--- src/rtl/accel_in_wrapper.sv ---
// Input wrapper for the series accelerator: buffers operands in a FIFO and issues one job at a time.
// Latency: push to acc_start is 1 cycle; backpressure: in_ready drops only when the FIFO is full.

module accel_fifo #(
  parameter int W     = 16,
  parameter int DEPTH = 4
) (
  input  logic                         clk,
  input  logic                         rst,
  input  logic                         push_vld,
  input  logic [W-1:0]                 push_dat,
  input  logic                         pop_vld,
  output logic [W-1:0]                 pop_dat,
  output logic [$clog2(DEPTH+1)-1:0]   count,
  output logic                         full
);
  localparam int AW = (DEPTH > 1) ? $clog2(DEPTH) : 1;
  localparam int CW = $clog2(DEPTH+1);

  logic [W-1:0]  mem [DEPTH];
  logic [AW-1:0] wr_ptr;
  logic [AW-1:0] rd_ptr;

  // Full/empty come from the occupancy count, so equal pointers are never ambiguous.
  assign full    = (count == CW'(DEPTH));
  assign pop_dat = mem[rd_ptr];

  always_ff @(posedge clk) begin
    if (push_vld) mem[wr_ptr] <= push_dat;
  end

  always_ff @(posedge clk or negedge rst) begin
    if (!rst) begin
      wr_ptr <= '0;
      rd_ptr <= '0;
      count  <= '0;
    end else begin
      if (push_vld) wr_ptr <= wr_ptr + 1'b1;
      if (pop_vld)  rd_ptr <= rd_ptr + 1'b1;
      if (push_vld && !pop_vld)      count <= count + CW'(1);
      else if (!push_vld && pop_vld) count <= count - CW'(1);
    end
  end
endmodule

module accel_in_wrapper #(
  parameter int DATA_W = 16,
  parameter int DEPTH  = 4,
  parameter int CNT_W  = 8
) (
  input  logic                         clk,
  input  logic                         rst,
  input  logic                         in_valid,
  input  logic [DATA_W-1:0]            in_data,
  output logic                         in_ready,
  output logic [DATA_W-1:0]            acc_x,
  output logic                         acc_start,
  input  logic                         acc_done,
  output logic                         busy,
  output logic [$clog2(DEPTH+1)-1:0]   fifo_count,
  output logic [CNT_W-1:0]             jobs_done
);
  typedef enum logic [1:0] {S_IDLE, S_ISSUE, S_WAIT} state_t;

  state_t              state;
  logic                push_vld;
  logic                pop_vld;
  logic                full;
  logic [DATA_W-1:0]   pop_dat;

  // No full-bypass: a pop in the same cycle does not open the input.
  assign in_ready = !full;
  assign push_vld = in_valid && !full;
  assign pop_vld  = (state == S_IDLE) && (fifo_count != '0);

  accel_fifo #(.W(DATA_W), .DEPTH(DEPTH)) u_fifo (
    .clk      (clk),
    .rst      (rst),
    .push_vld (push_vld),
    .push_dat (in_data),
    .pop_vld  (pop_vld),
    .pop_dat  (pop_dat),
    .count    (fifo_count),
    .full     (full)
  );

  always_ff @(posedge clk or negedge rst) begin
    if (!rst) begin
      state     <= S_IDLE;
      acc_x     <= '0;
      acc_start <= 1'b0;
      busy      <= 1'b0;
      jobs_done <= '0;
    end else begin
      case (state)
        S_IDLE: begin
          if (pop_vld) begin
            acc_x     <= pop_dat;
            acc_start <= 1'b1;
            busy      <= 1'b1;
            state     <= S_ISSUE;
          end
        end
        S_ISSUE: begin
          acc_start <= 1'b0;
          state     <= S_WAIT;
        end
        S_WAIT: begin
          // Returning through IDLE gives the accelerator one cycle to settle before the next start.
          if (acc_done) begin
            jobs_done <= jobs_done + 1'b1;
            busy      <= 1'b0;
            state     <= S_IDLE;
          end
        end
        default: begin
          acc_start <= 1'b0;
          busy      <= 1'b0;
          state     <= S_IDLE;
        end
      endcase
    end
  end
endmodule

--- config.mk ---
export PLATFORM = sky130hd
export DESIGN_NAME = accel_in_wrapper
export DESIGN_NICKNAME = d
export VERILOG_FILES = /design/src/rtl/accel_in_wrapper.sv
export SDC_FILE = /design/constraint.sdc
export NUM_CORES = 1
export LEC_CHECK = 0
export ABC_CLOCK_PERIOD_IN_PS = 2300
export CAP_MARGIN = 15
export CELL_PAD_IN_SITES_DETAIL_PLACEMENT = 1
export CELL_PAD_IN_SITES_GLOBAL_PLACEMENT = 2
export CORE_MARGIN = 2
export CORE_UTILIZATION = 43
export CTS_BUF_LIST = sky130_fd_sc_hd__clkbuf_2
export CTS_CLUSTER_DIAMETER = 120
export DETAILED_ROUTE_END_ITERATION = 6
export PLACE_DENSITY_LB_ADDON = 0.1
export SKIP_LAST_GASP = 1
export SYNTH_ARGS = -nofsm -noshare
export SYNTH_HDL_FRONTEND = slang
export SYNTH_SLANG_ARGS = --single-unit
--- constraint.sdc ---
create_clock -name clk -period 2.3 [get_ports clk]
set_input_delay 0.345 -clock clk [delete_from_list [all_inputs] [get_ports clk]]
set_output_delay 0.345 -clock clk [all_outputs]
set_load 0.01 [all_outputs]
; Yosys cells after proc, flatten, opt, wreduce, memory -nomap -nowiden
; Memories as Yosys holds them, arrays and structs flattened. A register that Yosys moved wholly into a read port is not among the register bits.
; Index checks and enable logic that the tools add are counted.
[classes]
add_sub_neg = 5
n_mul = 0
div_mod_pow = 0
order_cmp = 0
eq_ne = 5
shift = 0
muxes = 11
bitwise_logic = 2
reduce_logical = 16
[ops]
columns = op, n
row1 = $add 8x1->8 const B, 1
row2 = $reduce_and 2->1, 4
row3 = $mux 3, 2
row4 = $pmux 2 s3, 1
row5 = $add 2x1->2 const B, 2
row6 = $logic_and 1x1->1, 4
row7 = $logic_not 1->1, 4
row8 = $mux 1, 4
row9 = $mux 2, 2
row10 = $add 3x1->3 const B, 1
row11 = $eq 3x3->1 const B, 1
row12 = $pmux 1 s3, 1
row13 = $reduce_and 3->1, 1
row14 = $reduce_bool 3->1, 1
row15 = $sub 3x1->3 const B, 1
row16 = $eq 2x1->1 const B, 1
row17 = $eq 2x2->1 const B, 1
row18 = $logic_not 2->1, 1
row19 = $ne 2x1->1 const B, 1
row20 = $ne 2x2->1 const B, 1
row21 = $not 1->1, 2
row22 = $pmux 1 s2, 1
row23 = $reduce_bool 2->1, 1
[word_totals]
register_bits = 19
latch_bits = 0
ram_bits = 64
romBits = 0
input_bits = 20
output_inout_bits = 30
elab_cells = 47
memories = 1
[memory_table]
columns = name, depth, width, read_ports, rd_clocked_by_memory_dff, wr, line_no
row1 = u_fifo.mem, 4, 16, 1, 1, 1, 20  ; logic [W-1:0] mem [DEPTH];

; Depth between registers and ports, before layout
[depth]
word_depth = 7
ltp_mapped = 9
mapped_depth_nobuf = 8

; Cells and area by module
; Synthesis repeated with hierarchy kept, for this count alone.
[hier_totals]
cells_unflattened = 196
hier_area_um2 = 3897.5
[modules_own_cells]
columns = mod, instances, cells_each, area_each_um2, seq_area_each_um2
row1 = accel_fifo, 1, 117, 2738.9, 2097.0
row2 = accel_in_wrapper, 1, 79, 1158.6, 700.7

; Worst setup path after synthesis
; OpenSTA, ideal clock, no wires.
[synth_path]
path_type = flip-flop to flip-flop
from = register u_fifo.count[0]
to = register u_fifo.count[1]
setup_time_ps = 125
arrival_time_ps = 1939
required_ps = 2175
path_slack_ps = 237
stages_incl_launch_ff = 8
path_buffers = 1
period_less_slack_ps = 2063
path_cell_list = dfrtp_1 nor3_1 or3_4 buf_6 ha_1 inv_1 fa_1 mux2_2
[synth_between]
elab_chain_len = 6
word_cells_on_any_way = 14
classes_between = 2 x add/sub / 1 x eq/ne / 2 x mux / 9 x reduce/logical
[synth_rtl]
columns = element, line_no
row1 = from (decl), 14  ; output logic [$clog2(DEPTH+1)-1:0] count,
row2 = from (signal assigned), 40  ; if (push_vld && !pop_vld) count <= count + CW'(1);
row3 = from (signal assigned), 41  ; else if (!push_vld && pop_vld) count <= count - CW'(1);
row4 = "parallel branches: the longest is 6 deep, another holds $sub 3x1->3", n/a
; Parallel ways; which one is timed is not known. The select of a mux whose other input is x is not followed.
; A chain may end at the register's enable or synchronous reset.

; Worst setup path after layout
[layout_path]
from = register u_fifo.count[0]
to = output in_ready
[layout_between]
elab_chain_len = 2
[layout_rtl]
columns = element, line_no
row1 = $eq 3x3->1, 25  ; assign full = (count == CW'(DEPTH));
row2 = $logic_not 1->1, 72  ; assign in_ready = !full;
row3 = to (decl), 55  ; output logic in_ready,
; No other way between the ends.

==> impl_metrics.tcl <==
set metrics [dict create \
    status "complete, no violations" \
    grt_pass1_vias 2150 \
    top_layer "met4" \
    cts-root-buf "clkbuf_2" \
    grt_usage_pct 15.4 \
    wl_met2_mm 3.37 \
    wl_per_cell_um 18.2 \
    start_util_pct 44.3 \
    area_delta_synth_final_pct 20.3 \
    synthArstFlopShare_pct 35.4 \
    synth_nets 224 \
    required_ns 1.96 \
    critPathCaptureType "primary output" \
    critical_path_class "reg2out" \
    hold_violations 0 \
    clock-sinks 99 \
    slew_headroom_pct 43.3 \
    wl_met1_mm 3.20 \
    synth_ff_type "edfxtp_1" \
    cts_tree "yes" \
    via_count 1929 \
    tightest_slew_ns 0.850 \
    grt_max_degree 36 \
    die_h_um 98.8 \
    syn_inst 197 \
    die_w_um 98.8 \
    final-max-slew-violation-count 0 \
    htree_levels 3 \
    numPortBuffers 49 \
    antennaDiodeCount 0 \
    post_cts_buffers 0 \
    numCtsBuffers 9 \
    synth_area_um2 3860 \
    avgSynthCellArea_um2 19.6 \
    synth_top_cell_by_area "edfxtp_1" \
    postLayoutCoreUtil_pct 53.3 \
    preCtsSetupSlack_ns 0.120 \
    ys_seq_elements 99 \
    die_area_um2 9760 \
    p_leak_nw 1.75 \
    clock_latency_ns 0.55 \
    io_pins 50 \
    power_density_nw_per_um2 1230 \
    rows 34 \
    finalSetupTns_ns 0 \
    yosysUniqueCellTypes 29 \
    cts_max_path_buffers 2 \
    drcViolationCount 0 \
    hold_path_class "in2async" \
    clk_pin_slew_worst_paths_ns 0.28 \
    rsz0062_at_grt "false" \
    fin_crit_ns 2.09 \
    met3_length_um 246 \
    finalWeightedCongestion 0.674 \
    antenna_found_initial 0 \
    final.setup.worst_slack_ns 0.205 \
    finalNetCount 293 \
    synth_edf_count 64 \
    grt.overflow.total 0 \
    yosys_warnings 0 \
    grt_first_pass_wirelength_mm 11.4 \
    firstDrtPassIters 3 \
    worst_setup_path_start_kind "register" \
    yosysMostFrequentCell "edfxtp_1" \
    yosysTopAreaCellShare_pct 49.7 \
    synth_commonest_cells "edfxtp_1 (64), dfrtp_1 (35), mux2_2 (18), nand2_1 (9)" \
    dpl.hpwl_mm 4.70 \
    wl_mm 6.88 \
    crit_arrival_ns 1.75 \
    clock_skew_ns 0.0388 \
    final_layout_size_suffix_gt1_share_pct 21.4 \
    synth_area_leaders "edfxtp_1 (50%), dfrtp_1 (23%), mux4_1 (5.4%)" \
    setup_viol 0 \
    ys_seq_area_share_pct 72.4 \
    fmax_mhz 477 \
    peakVddDrop_mv 0.553 \
    drv_cap 0 \
    core_um2 8720 \
    path_max_fanout 5 \
    finalCritPeriodShare_pct 91.1 \
    viasPerCell 5.09 \
    first_iter_violations 50 \
    antenna_left 0 \
]
[cells in the final DEF (no fill, tap or decap)]
master,synthesis,final
nand2_1,9,9
xnor2_1,8,8
or4b_1,1,1
clkdlybuf4s50_1,0,48
nand3_1,2,2
ha_1,6,6
mux2_2,18,18
nand2b_1,1,1
o21ai_0,2,2
nor3_1,3,3
inv_1,6,6
and2_1,4,4
nor4_1,1,1
clkbuf_2,0,11
a21boi_1,1,1
nand3b_1,1,1
xor2_1,5,5
mux4_2,8,8
nor2_1,3,3
buf_4,0,13
buf_12,1,1
mux4_1,8,8
nand4_1,1,1
and3b_1,1,1
buf_2,1,1
mux2i_1,1,1
dlygate4sd3_1,0,1
or3_4,1,1
clkinv_4,0,2
dfrtp_1,35,35
fa_1,1,1
inv_6,0,3
edfxtp_1,64,64
[report_power, final]
part | switching [mW] | total, mW | internal [mW]
clock | 0.584 | 0.754 | 0.169
sequential | 0.296 | 2.73 | 2.44
combinational | 0.932 | 2.23 | 1.30
[registers in the layout (all words and copies together), names as in the netlist]
name	cells
u_fifo.wr_ptr	2
state	2
jobs_done	8
u_fifo.rd_ptr	2
acc_start	1
u_fifo.mem	64
busy	1
acc_x	16
u_fifo.count	3
[worst paths after layout]
check	start	end	slack, ns	cells after the start
max in group asynchronous	rst	u_fifo.wr_ptr[0]	1.35	2
hold reg to reg	jobs_done[7]	jobs_done[7]	0.49	1
hold / removal	rst	acc_x[7]	0.38	2
setup reg to reg	u_fifo.count[0]	u_fifo.count[1]	0.34	6
min in group clk	in_data[7]	u_fifo.mem[0][7]	0.39	1
setup / recovery	u_fifo.count[0]	in_ready	0.21	3
[per-layer routing]
layer / vias up / global-route usage [%]
met5: - / 0
met4: 0 / 4.43
met3: 6 / 3.69
met2: 41 / 25.0
met1: 992 / 21.0
li1: 890 / -
[timing repair]
action                    in CTS  in global routing
resized for setup              0                  0
hold buffers                   1                  0
hold endpoints to repair      35                  0
[through the flow]
step                      instances  total power [mW]  hold WS, ns  instance area [µm²]
after detailed placement        362              5.08        0.468                 4540
final                           379              5.71        0.384                 4650
after global placement          362              4.99        0.457                 4540
after CTS                       379              5.84        0.348                 4650
after global routing            379              6.11        0.320                 4650
after floorplan                 197              4.12       0.0494                 3860
[area by class of cell]
cell class / count / area [µm²]
well taps: 108 / 135
fillers: 819 / 4070
clock buffers: 11 / 55.1
inverters: 6 / 22.5
repair buffers: 64 / 613
flip-flops and latches: 99 / 2800
clock inverters: 5 / 43.8
multi-input cells: 86 / 981
[cells by family (layout without fill, tap and decap cells)]
| logic type | count (synthesis) | in the layout | share of synthesized area [%] |
|---|---|---|---|
| multiplexers | 35 | 35 | 15.6 |
| AO/OA/AOI/OAI | 3 | 3 | 0.453 |
| flip-flops | 99 | 99 | 72.4 |
| buffers and inverters | 12 | 86 | 2.20 |
| adder cells (fa/ha/maj) | 7 | 7 | 2.46 |
| XOR/XNOR | 13 | 13 | 2.95 |
| AND/OR/NAND/NOR | 28 | 28 | 3.92 |
[worst max-delay path, cell delays in order, from the launching register on]
cell             delay [ns]
dfrtp_1                0.50
nor2_1                 0.19
nand2_1                0.08
clkdlybuf4s50_1        0.47
Power figures use the tool's default switching activity.
